`config.mk`:
```
export PLATFORM = sky130hd
export DESIGN_NAME = image_process
export DESIGN_NICKNAME = d
export VERILOG_FILES = /design/src/rtl/image_process.sv
export SDC_FILE = /design/constraint.sdc
export NUM_CORES = 1
export LEC_CHECK = 0
export ABC_AREA = 1
export CAP_MARGIN = 20
export CORE_AREA = 2 2 140 142
export DETAILED_ROUTE_END_ITERATION = 12
export DIE_AREA = 0 0 142 144
export PLACE_DENSITY = 0.53
export SYNTH_ARGS = -nofsm -noshare
export SYNTH_HDL_FRONTEND = slang
export SYNTH_SLANG_ARGS = --single-unit
```
`constraint.sdc`:
```
create_clock -name clka -period 0.8 [get_ports clka]
set_input_delay 0.16 -clock clka [delete_from_list [all_inputs] [get_ports clka]]
set_output_delay 0.16 -clock clka [all_outputs]
set_load 0.03 [all_outputs]
```
`src/rtl/image_process.sv`:
```
// Single-cycle RGB pixel processor: pass, brightness up/down, colour filters,
// grayscale, threshold and invert. Define IMAGE_PROCESS_SATURATE_EN to clamp brightness.
module image_process (
  input  logic       clka,
  input  logic       reset,
  input  logic [7:0] Rin,
  input  logic [7:0] Gin,
  input  logic [7:0] Bin,
  input  logic [7:0] value,
  input  logic [2:0] operation,
  input  logic       OKin,
  output logic [7:0] Rout,
  output logic [7:0] Gout,
  output logic [7:0] Bout,
  output logic       OKout
);

  localparam int unsigned PIX_W  = 8;
  localparam int unsigned LUMA_W = 18;

  typedef struct packed {
    logic [PIX_W-1:0] r;
    logic [PIX_W-1:0] g;
    logic [PIX_W-1:0] b;
  } pixel_t;

  typedef enum logic [2:0] {
    OP_PASS   = 3'b000,
    OP_BRT_UP = 3'b001,
    OP_BRT_DN = 3'b010,
    OP_RED    = 3'b011,
    OP_GRAY   = 3'b100,
    OP_THRESH = 3'b101,
    OP_INVERT = 3'b110,
    OP_BLUE   = 3'b111
  } op_e;

  localparam logic [PIX_W-1:0] PIX_MAX = {PIX_W{1'b1}};
  localparam logic [PIX_W-1:0] PIX_MIN = '0;

  // Channel + operand; the carry bit decides clamping when saturation is enabled.
  function automatic logic [PIX_W-1:0] brt_up(input logic [PIX_W-1:0] ch,
                                              input logic [PIX_W-1:0] op);
    logic [PIX_W:0] sum;
    sum = (PIX_W+1)'(ch) + (PIX_W+1)'(op);
`ifdef IMAGE_PROCESS_SATURATE_EN
    return sum[PIX_W] ? PIX_MAX : sum[PIX_W-1:0];
`else
    return PIX_W'(sum);
`endif
  endfunction

  // Channel - operand; the borrow bit decides clamping when saturation is enabled.
  function automatic logic [PIX_W-1:0] brt_dn(input logic [PIX_W-1:0] ch,
                                              input logic [PIX_W-1:0] op);
    logic [PIX_W:0] diff;
    diff = (PIX_W+1)'(ch) - (PIX_W+1)'(op);
`ifdef IMAGE_PROCESS_SATURATE_EN
    return diff[PIX_W] ? PIX_MIN : diff[PIX_W-1:0];
`else
    return PIX_W'(diff);
`endif
  endfunction

  pixel_t              pix_in_c;
  pixel_t              pix_res_c;
  pixel_t              pix_q;
  logic [LUMA_W-1:0]   luma_sum_c;
  logic [PIX_W-1:0]    luma_c;
  logic [PIX_W-1:0]    thresh_c;
  logic                ok_q;

  assign pix_in_c = '{r: Rin, g: Gin, b: Bin};

  // BT.601-style integer luma; the weights sum to 256 so the result fits 8 bits.
  always_comb begin
    luma_sum_c = LUMA_W'(77)  * LUMA_W'(Rin)
               + LUMA_W'(150) * LUMA_W'(Gin)
               + LUMA_W'(29)  * LUMA_W'(Bin);
    luma_c     = PIX_W'(luma_sum_c >> 8);
    thresh_c   = (luma_c >= value) ? PIX_MAX : PIX_MIN;
  end

  // Operation select.
  always_comb begin
    pix_res_c = pix_in_c;
    unique case (op_e'(operation))
      OP_PASS:   pix_res_c = pix_in_c;
      OP_BRT_UP: pix_res_c = '{r: brt_up(Rin, value), g: brt_up(Gin, value),
                               b: brt_up(Bin, value)};
      OP_BRT_DN: pix_res_c = '{r: brt_dn(Rin, value), g: brt_dn(Gin, value),
                               b: brt_dn(Bin, value)};
      OP_RED:    pix_res_c = '{r: Rin, g: PIX_MIN, b: PIX_MIN};
      OP_GRAY:   pix_res_c = '{r: luma_c, g: luma_c, b: luma_c};
      OP_THRESH: pix_res_c = '{r: thresh_c, g: thresh_c, b: thresh_c};
      OP_INVERT: pix_res_c = '{r: PIX_MAX - Rin, g: PIX_MAX - Gin, b: PIX_MAX - Bin};
      OP_BLUE:   pix_res_c = '{r: PIX_MIN, g: PIX_MIN, b: Bin};
      default:   pix_res_c = pix_in_c;
    endcase
  end

  // Output registers: load on a valid pixel, otherwise hold data and drop valid.
  always_ff @(posedge clka or negedge reset) begin
    if (!reset) begin
      pix_q <= '0;
      ok_q  <= 1'b0;
    end else begin
      ok_q <= OKin;
      if (OKin) begin
        pix_q <= pix_res_c;
      end
    end
  end

  assign Rout  = pix_q.r;
  assign Gout  = pix_q.g;
  assign Bout  = pix_q.b;
  assign OKout = ok_q;

endmodule

```
=== Yosys cells after proc, flatten, opt, wreduce, memory -nomap -nowiden ===
Index checks and enable logic that the tools add are counted.

* Register bits after elaboration: 25
* Input bits: 38
* Output and inout port bits: 25
* Word-level logic and storage cells: 29

* Add/subtract/negate cells: 11
* Multipliers: 3
* $lt $le $gt $ge: 1
* Equality and inequality tests: 7
* Muxes and demuxes: 2
* Reduce and logical (&&, ||, !) cells: 1

{| class="wikitable"
|+ Operator list
! cell !! count
|-
| 24-bit one-hot mux with 8 select lines || 1
|-
| 7-bit by 8-bit multiplier with 15-bit output, first input constant || 2
|-
| 8-bit adder || 3
|-
| 8-bit subtractor || 3
|-
| 8-bit subtractor, first input constant || 3
|-
| 15-bit by 16-bit adder with 16-bit output || 1
|-
| 16-bit by 13-bit adder with 16-bit output || 1
|-
| 5-bit by 8-bit multiplier with 13-bit output, first input constant || 1
|-
| 3-bit == test, second input constant || 4
|-
| 8-bit >= comparator || 1
|-
| 8-bit two-way mux || 1
|-
| 3-bit by 2-bit == test with 1-bit output, second input constant || 2
|-
| 3-bit by 1-bit == test with 1-bit output, second input constant || 1
|-
| 3-bit zero test || 1
|}

=== Logic depth before layout (Yosys ltp) ===
* Depth after elaboration: 6
* Gate-level depth with buffers: 39
* Mapped depth without buffers: 38

=== Least setup slack after synthesis ===
OpenSTA, ideal clock, no wires.

* Kind: input to register
* From: input port Gin[4]
* To: register pix_q, in the netlist Gout[7]
* Library setup time: 0.117 ns
* Data arrival time: 6.568 ns
* Data required time: 0.683 ns
* Slack: -5.885 ns
* Stages on the path: 36
* Path buffers: 1
* Cells stage by stage: ha_1 > ha_1 > inv_1 > fa_1 > fa_1 > inv_1 > ha_1 > nand2_1 > inv_1 > a21oi_1 > xnor2_1 > ha_1 > fa_1 > inv_1 > fa_1 > fa_1 > inv_1 > ha_1 > nand2_1 > inv_1 > nand2_1 > nor3_1 > nand2_1 > nand2_1 > nand3_1 > and2_1 > ha_1 > nand2_1 > nor2_1 > nand4_1 > o2111ai_1 > nand2_1 > clkbuf_1 > nand4_1 > nand2_1 > nand2_1

* Longest elaborated chain between the ends: 6
* Elaborated cells on any way between the ends: 9
* Classes of those cells: 5 x add/sub; 1 x mul; 1 x order compare; 2 x mux

{| class="wikitable"
|+ RTL lines
! what !! RTL line !! source
|-
| start: declaration || 7 || <nowiki>input logic [7:0] Gin,</nowiki>
|-
| 7-bit by 8-bit multiplier with 15-bit output || 78 || <nowiki>+ LUMA_W'(150) * LUMA_W'(Gin)</nowiki>
|-
| 15-bit by 16-bit adder with 16-bit output || 78 ||
|-
| 16-bit by 13-bit adder with 16-bit output || 79 || <nowiki>+ LUMA_W'(29) * LUMA_W'(Bin);</nowiki>
|-
| 8-bit >= comparator || 81 || <nowiki>thresh_c = (luma_c >= value) ? PIX_MAX : PIX_MIN;</nowiki>
|-
| 8-bit two-way mux || 81 ||
|-
| 24-bit one-hot mux with 8 select lines (*) || 87 || <nowiki>unique case (op_e'(operation))</nowiki>
|-
| end signal: assignment || 110 || <nowiki>pix_q <= pix_res_c;</nowiki>
|-
| end: declaration || 67 || <nowiki>pixel_t pix_q;</nowiki>
|}

Every way passes the cells marked *; elsewhere a longest branch is shown, timed or not.
A chain may end at the register's enable or synchronous reset.

=== Worst setup path after layout ===
* From: input port Gin[6]
* To: register pix_q, in the netlist Bout[6]

* Longest elaborated chain between the ends: 6

{| class="wikitable"
|+ RTL lines
! what !! RTL line
|-
| 7-bit by 8-bit multiplier with 15-bit output (*) || 78
|-
| 15-bit by 16-bit adder with 16-bit output (*) || 78
|-
| 16-bit by 13-bit adder with 16-bit output (*) || 79
|-
| 8-bit >= comparator || 81
|-
| 8-bit two-way mux || 81
|-
| 24-bit one-hot mux with 8 select lines (*) || 87
|}

Marks and branches as above.

==> results.txt <==
- Of all nets on the critical path, the largest fanout is 5.
* Number of antenna-violating nets in the routed design: 0
* End of the worst register-to-register path: Bout[3]
* DRT Pass-1 Iters: 5
* HPWL Detailed: roughly 18 mm
- Counting every sink on the clock net gives 25.
- Number of design-rule violations left by the first detailed-router iteration: around 440
- Gate count after technology mapping: 900
* Final routed wire length divided by cell count: 15.9 um
- The total overflow left after global routing is 0.
- The routed design could run at a clock period as short as approximately 6.4 ns.
- Post-Route Skew: 0 ns
- Fin crit share: 805%
- Antenna cells: 0
* Die Span X: roughly 140 um
- Type of destination of the critical path: register
* Netlist area before placement: between 6000 and 7000 um2
* Maxcap violations: 0
* Class of the most critical hold timing path: input pin to async pin
* Violations in the final reports: negative setup slack
- # nets final: around 1400
- Cells with a size suffix above 1 make up 28.6% of the layout.
* Number of enable flip-flop cells after synthesis: 0
* Cts hold-fix bufs: 0
- The final-report max-slew violation count came to 0.
* Max-Slew Margin vs Limit: a little under half
- Run status: finished, violations left
- RSZ-0062 raised after global routing: true
- Global routing consumed, over all layers together, 21.9% of the routing resources.
- The core region is roughly 19000 um2.
* CTS Buf Count: 3
* Clock tree buffer depth: 2
- Number of global-route vias before repair: 6606
- Path type of the worst setup path: input pin to register
* Area of the die: 20400 um2
* Pin count of the biggest net entering global routing: 26
* Mean cell area of the mapped netlist: 7.20 um2
- Synthesis instantiated 43 different standard cells from the library.
- Sequential fraction of the synthesis area: approximately 9.7%
* Wire length of the first global-routing pass: 34.7 mm
- Buffers placed on the I/O ports in this run total 62.
* Crit path launch type: input pin
- For this run, the top clock speed supported by timing is about 160 MHz.
- The worst register-to-register path has a setup slack of 0 ns.
- Effective utilization at floorplan: about 34%
- Minimum setup slack after placement: -6.33 ns
- Routability-driven placement finished with a final weighted congestion of ~0.92.
- After layout, the worst setup slack is -5.64 ns.
* Top FF cell, synth: dfrtp_1
- Routed vias/inst: 4.89
- Reg-to-reg critical path startpoint: Bout[3]
* Worst-Skew Late Latency: about 0.27 ns
- Number of flip-flops and latches in the synthesized netlist: 25
- The final layout contains routed wiring with a total length of ~22 mm.
- After floorplanning, the core was divided into 51 placement rows.
* Vias: between 6000 and 7000
- Clock transition time at the flip-flop clock pins of the worst setup and hold paths: 0.07 ns
* Final std cell area, no fill: ~9600 um2
- TritonCTS built the clock tree.
* Number of hold violations in the final report: 0
- Setup violators final: about 50
- For the pin with the worst max-slew slack, the measured transition is approximately 0.80 ns.
* Count of pins on the block boundary: 63
- Drt drc: 0
- # H-tree levels: 1
- Largest incremental delay on the critical path: 0.58 ns
- Warnings, synthesis: 0
* Number of cell instances on the worst register-to-register path: 3
* Required @ worst endpoint: between 1 and 1.5 ns
- Summing all placed instances gives a cell area of approximately 8700 um2.
* Worst path arrival time: between 6 and 7 ns
- Fraction of registers with async set or reset after synthesis: 100%
* Number of antenna violations at the first check in global routing: 0
* Vert. Die Dim: approximately 140 um
- The slowest stage of the critical path belongs to the cell fa_2.
* CTS Root Buffer Type: clkbuf_16
- Syn_nets: about 1100
- The area growth from synthesis to layout is 47.7%.
## synth_stat cells (7+ instances only)
| master | count | share of area (%) |
|---|---|---|
| dfrtp_1 | 25 | 9.7 |
| nand3b_1 | 15 | 1.7 |
| fa_1 | 58 | 18 |
| clkbuf_1 | 7 | 0.41 |
| o21ai_0 | 49 | 3.8 |
| nor2_1 | 43 | 2.5 |
| ha_1 | 114 | 22 |
| nand3_1 | 55 | 4.2 |
| xor2_1 | 13 | 1.8 |
| nand4_1 | 14 | 1.4 |
| xnor2_1 | 7 | 0.95 |
| nand2_1 | 198 | 11 |
| a21oi_1 | 51 | 3.9 |
| inv_1 | 183 | 11 |
## critical path: cells and delay by family
kind | cells | cell delay, ns
compound gates | 1 | 0.09
simple gates | 16 | 1.27
buf+inv | 9 | 0.77
xor+xnor | 1 | 0.14
fa+ha+maj | 11 | 4.22
## per-stage QoR
stage	setup TNS (ns)	util (%)	std cells	hold slack, ns
floorplan	-128.28	-	900	-0.136
global placement	-150.28	45.7	1350	0.464
detailed placement	-151.00	45.7	1350	0.467
CTS	-139.40	49.2	1375	0.244
global route	-144.62	50.1	1381	0.255
finish	-137.45	50.1	1381	0.240
## timing repair
action                                  4_1_cts  5_1_grt
gates cloned                                  3        0
endpoints found under the setup margin       49       49
setup buffers                                18        8
pin swaps                                    56       43
gates resized for setup                     103       31
hold endpoints to repair                      0        0
## per-layer routing
layer / wire length, um / up-vias / share of wire [%] / GRT usage, %
met5: 0 / - / 0 / 0
met4: 374 / 0 / 1.7 / 3.63
met3: 1010 / 30 / 4.6 / 2.15
met2: 9940 / 174 / 45 / 36.1
met1: 10600 / 3147 / 48 / 31.7
li1: - / 3396 / - / -
## how the worst max path moves through the flow
stage,from,end,slack [ns],cells past startpoint
after floorplan,Gin[3],Gout[7],-5.39,35
after global placement,Gin[3],Gout[2],-6.31,36
after detailed placement,Gin[3],Gout[2],-6.33,36
after CTS,Gin[3],Bout[5],-5.68,37
after global routing,Gin[2],Bout[6],-5.90,38
final,Gin[6],Bout[6],-5.64,38
## layout make-up
class	count	area (um2)
clock inverters	1	7.51
repair buffers	253	2240
multi-input cells	675	5620
fillers	1928	9510
inverters	186	701
flip-flops and latches	25	626
clock buffers	3	75.1
well taps	238	298
## flip-flops by register name, indices dropped and copies added (netlist names)
| signal | flops |
|---|---|
| Bout | 8 |
| Gout | 8 |
| Rout | 8 |
| OKout | 1 |
## cell usage in the layout, fill, tap and decap left out, types with 3 or more instances in the layout
| cell type | Yosys | final |
|---|---|---|
| nand4_1 | 14 | 14 |
| buf_6 | 1 | 32 |
| inv_1 | 183 | 171 |
| xnor2_1 | 7 | 4 |
| o21bai_1 | 5 | 5 |
| fa_1 | 58 | 55 |
| o21ai_1 | 2 | 5 |
| nor3_1 | 6 | 4 |
| nand3_1 | 55 | 46 |
| ha_4 | 0 | 23 |
| nand2_4 | 0 | 6 |
| fa_2 | 0 | 3 |
| nand2_2 | 2 | 15 |
| dfrtp_1 | 25 | 25 |
| buf_12 | 0 | 7 |
| a21o_1 | 6 | 6 |
| inv_2 | 3 | 14 |
| a21oi_1 | 51 | 43 |
| and2_4 | 0 | 3 |
| a31oi_1 | 4 | 4 |
| a21oi_2 | 0 | 6 |
| nand3_2 | 2 | 11 |
| xor2_1 | 13 | 12 |
| nand3b_1 | 15 | 15 |
| clkbuf_16 | 0 | 3 |
| nor2_2 | 2 | 3 |
| buf_4 | 2 | 178 |
| nand2_1 | 198 | 179 |
| ha_1 | 114 | 90 |
| clkdlybuf4s50_1 | 0 | 30 |
| o21ai_0 | 49 | 46 |
| nor2_1 | 43 | 41 |
| a211oi_1 | 5 | 5 |
| o221ai_1 | 3 | 3 |
## cells by family (layout without fill, tap and decap cells)
group	count (synthesis)	after routing	share of synthesized area (%)
and+or+nand+nor	343	343	23.2
AOI/OAI and AO/OA	139	139	12.3
buffers and inverters	200	443	11.9
DFF	25	25	9.66
xor gates and xnor gates	21	21	2.96
adders and majority gates	172	172	39.9
Power is not shown: default switching activity piles up to over one toggle a cycle in this logic, so the estimate is an artifact.
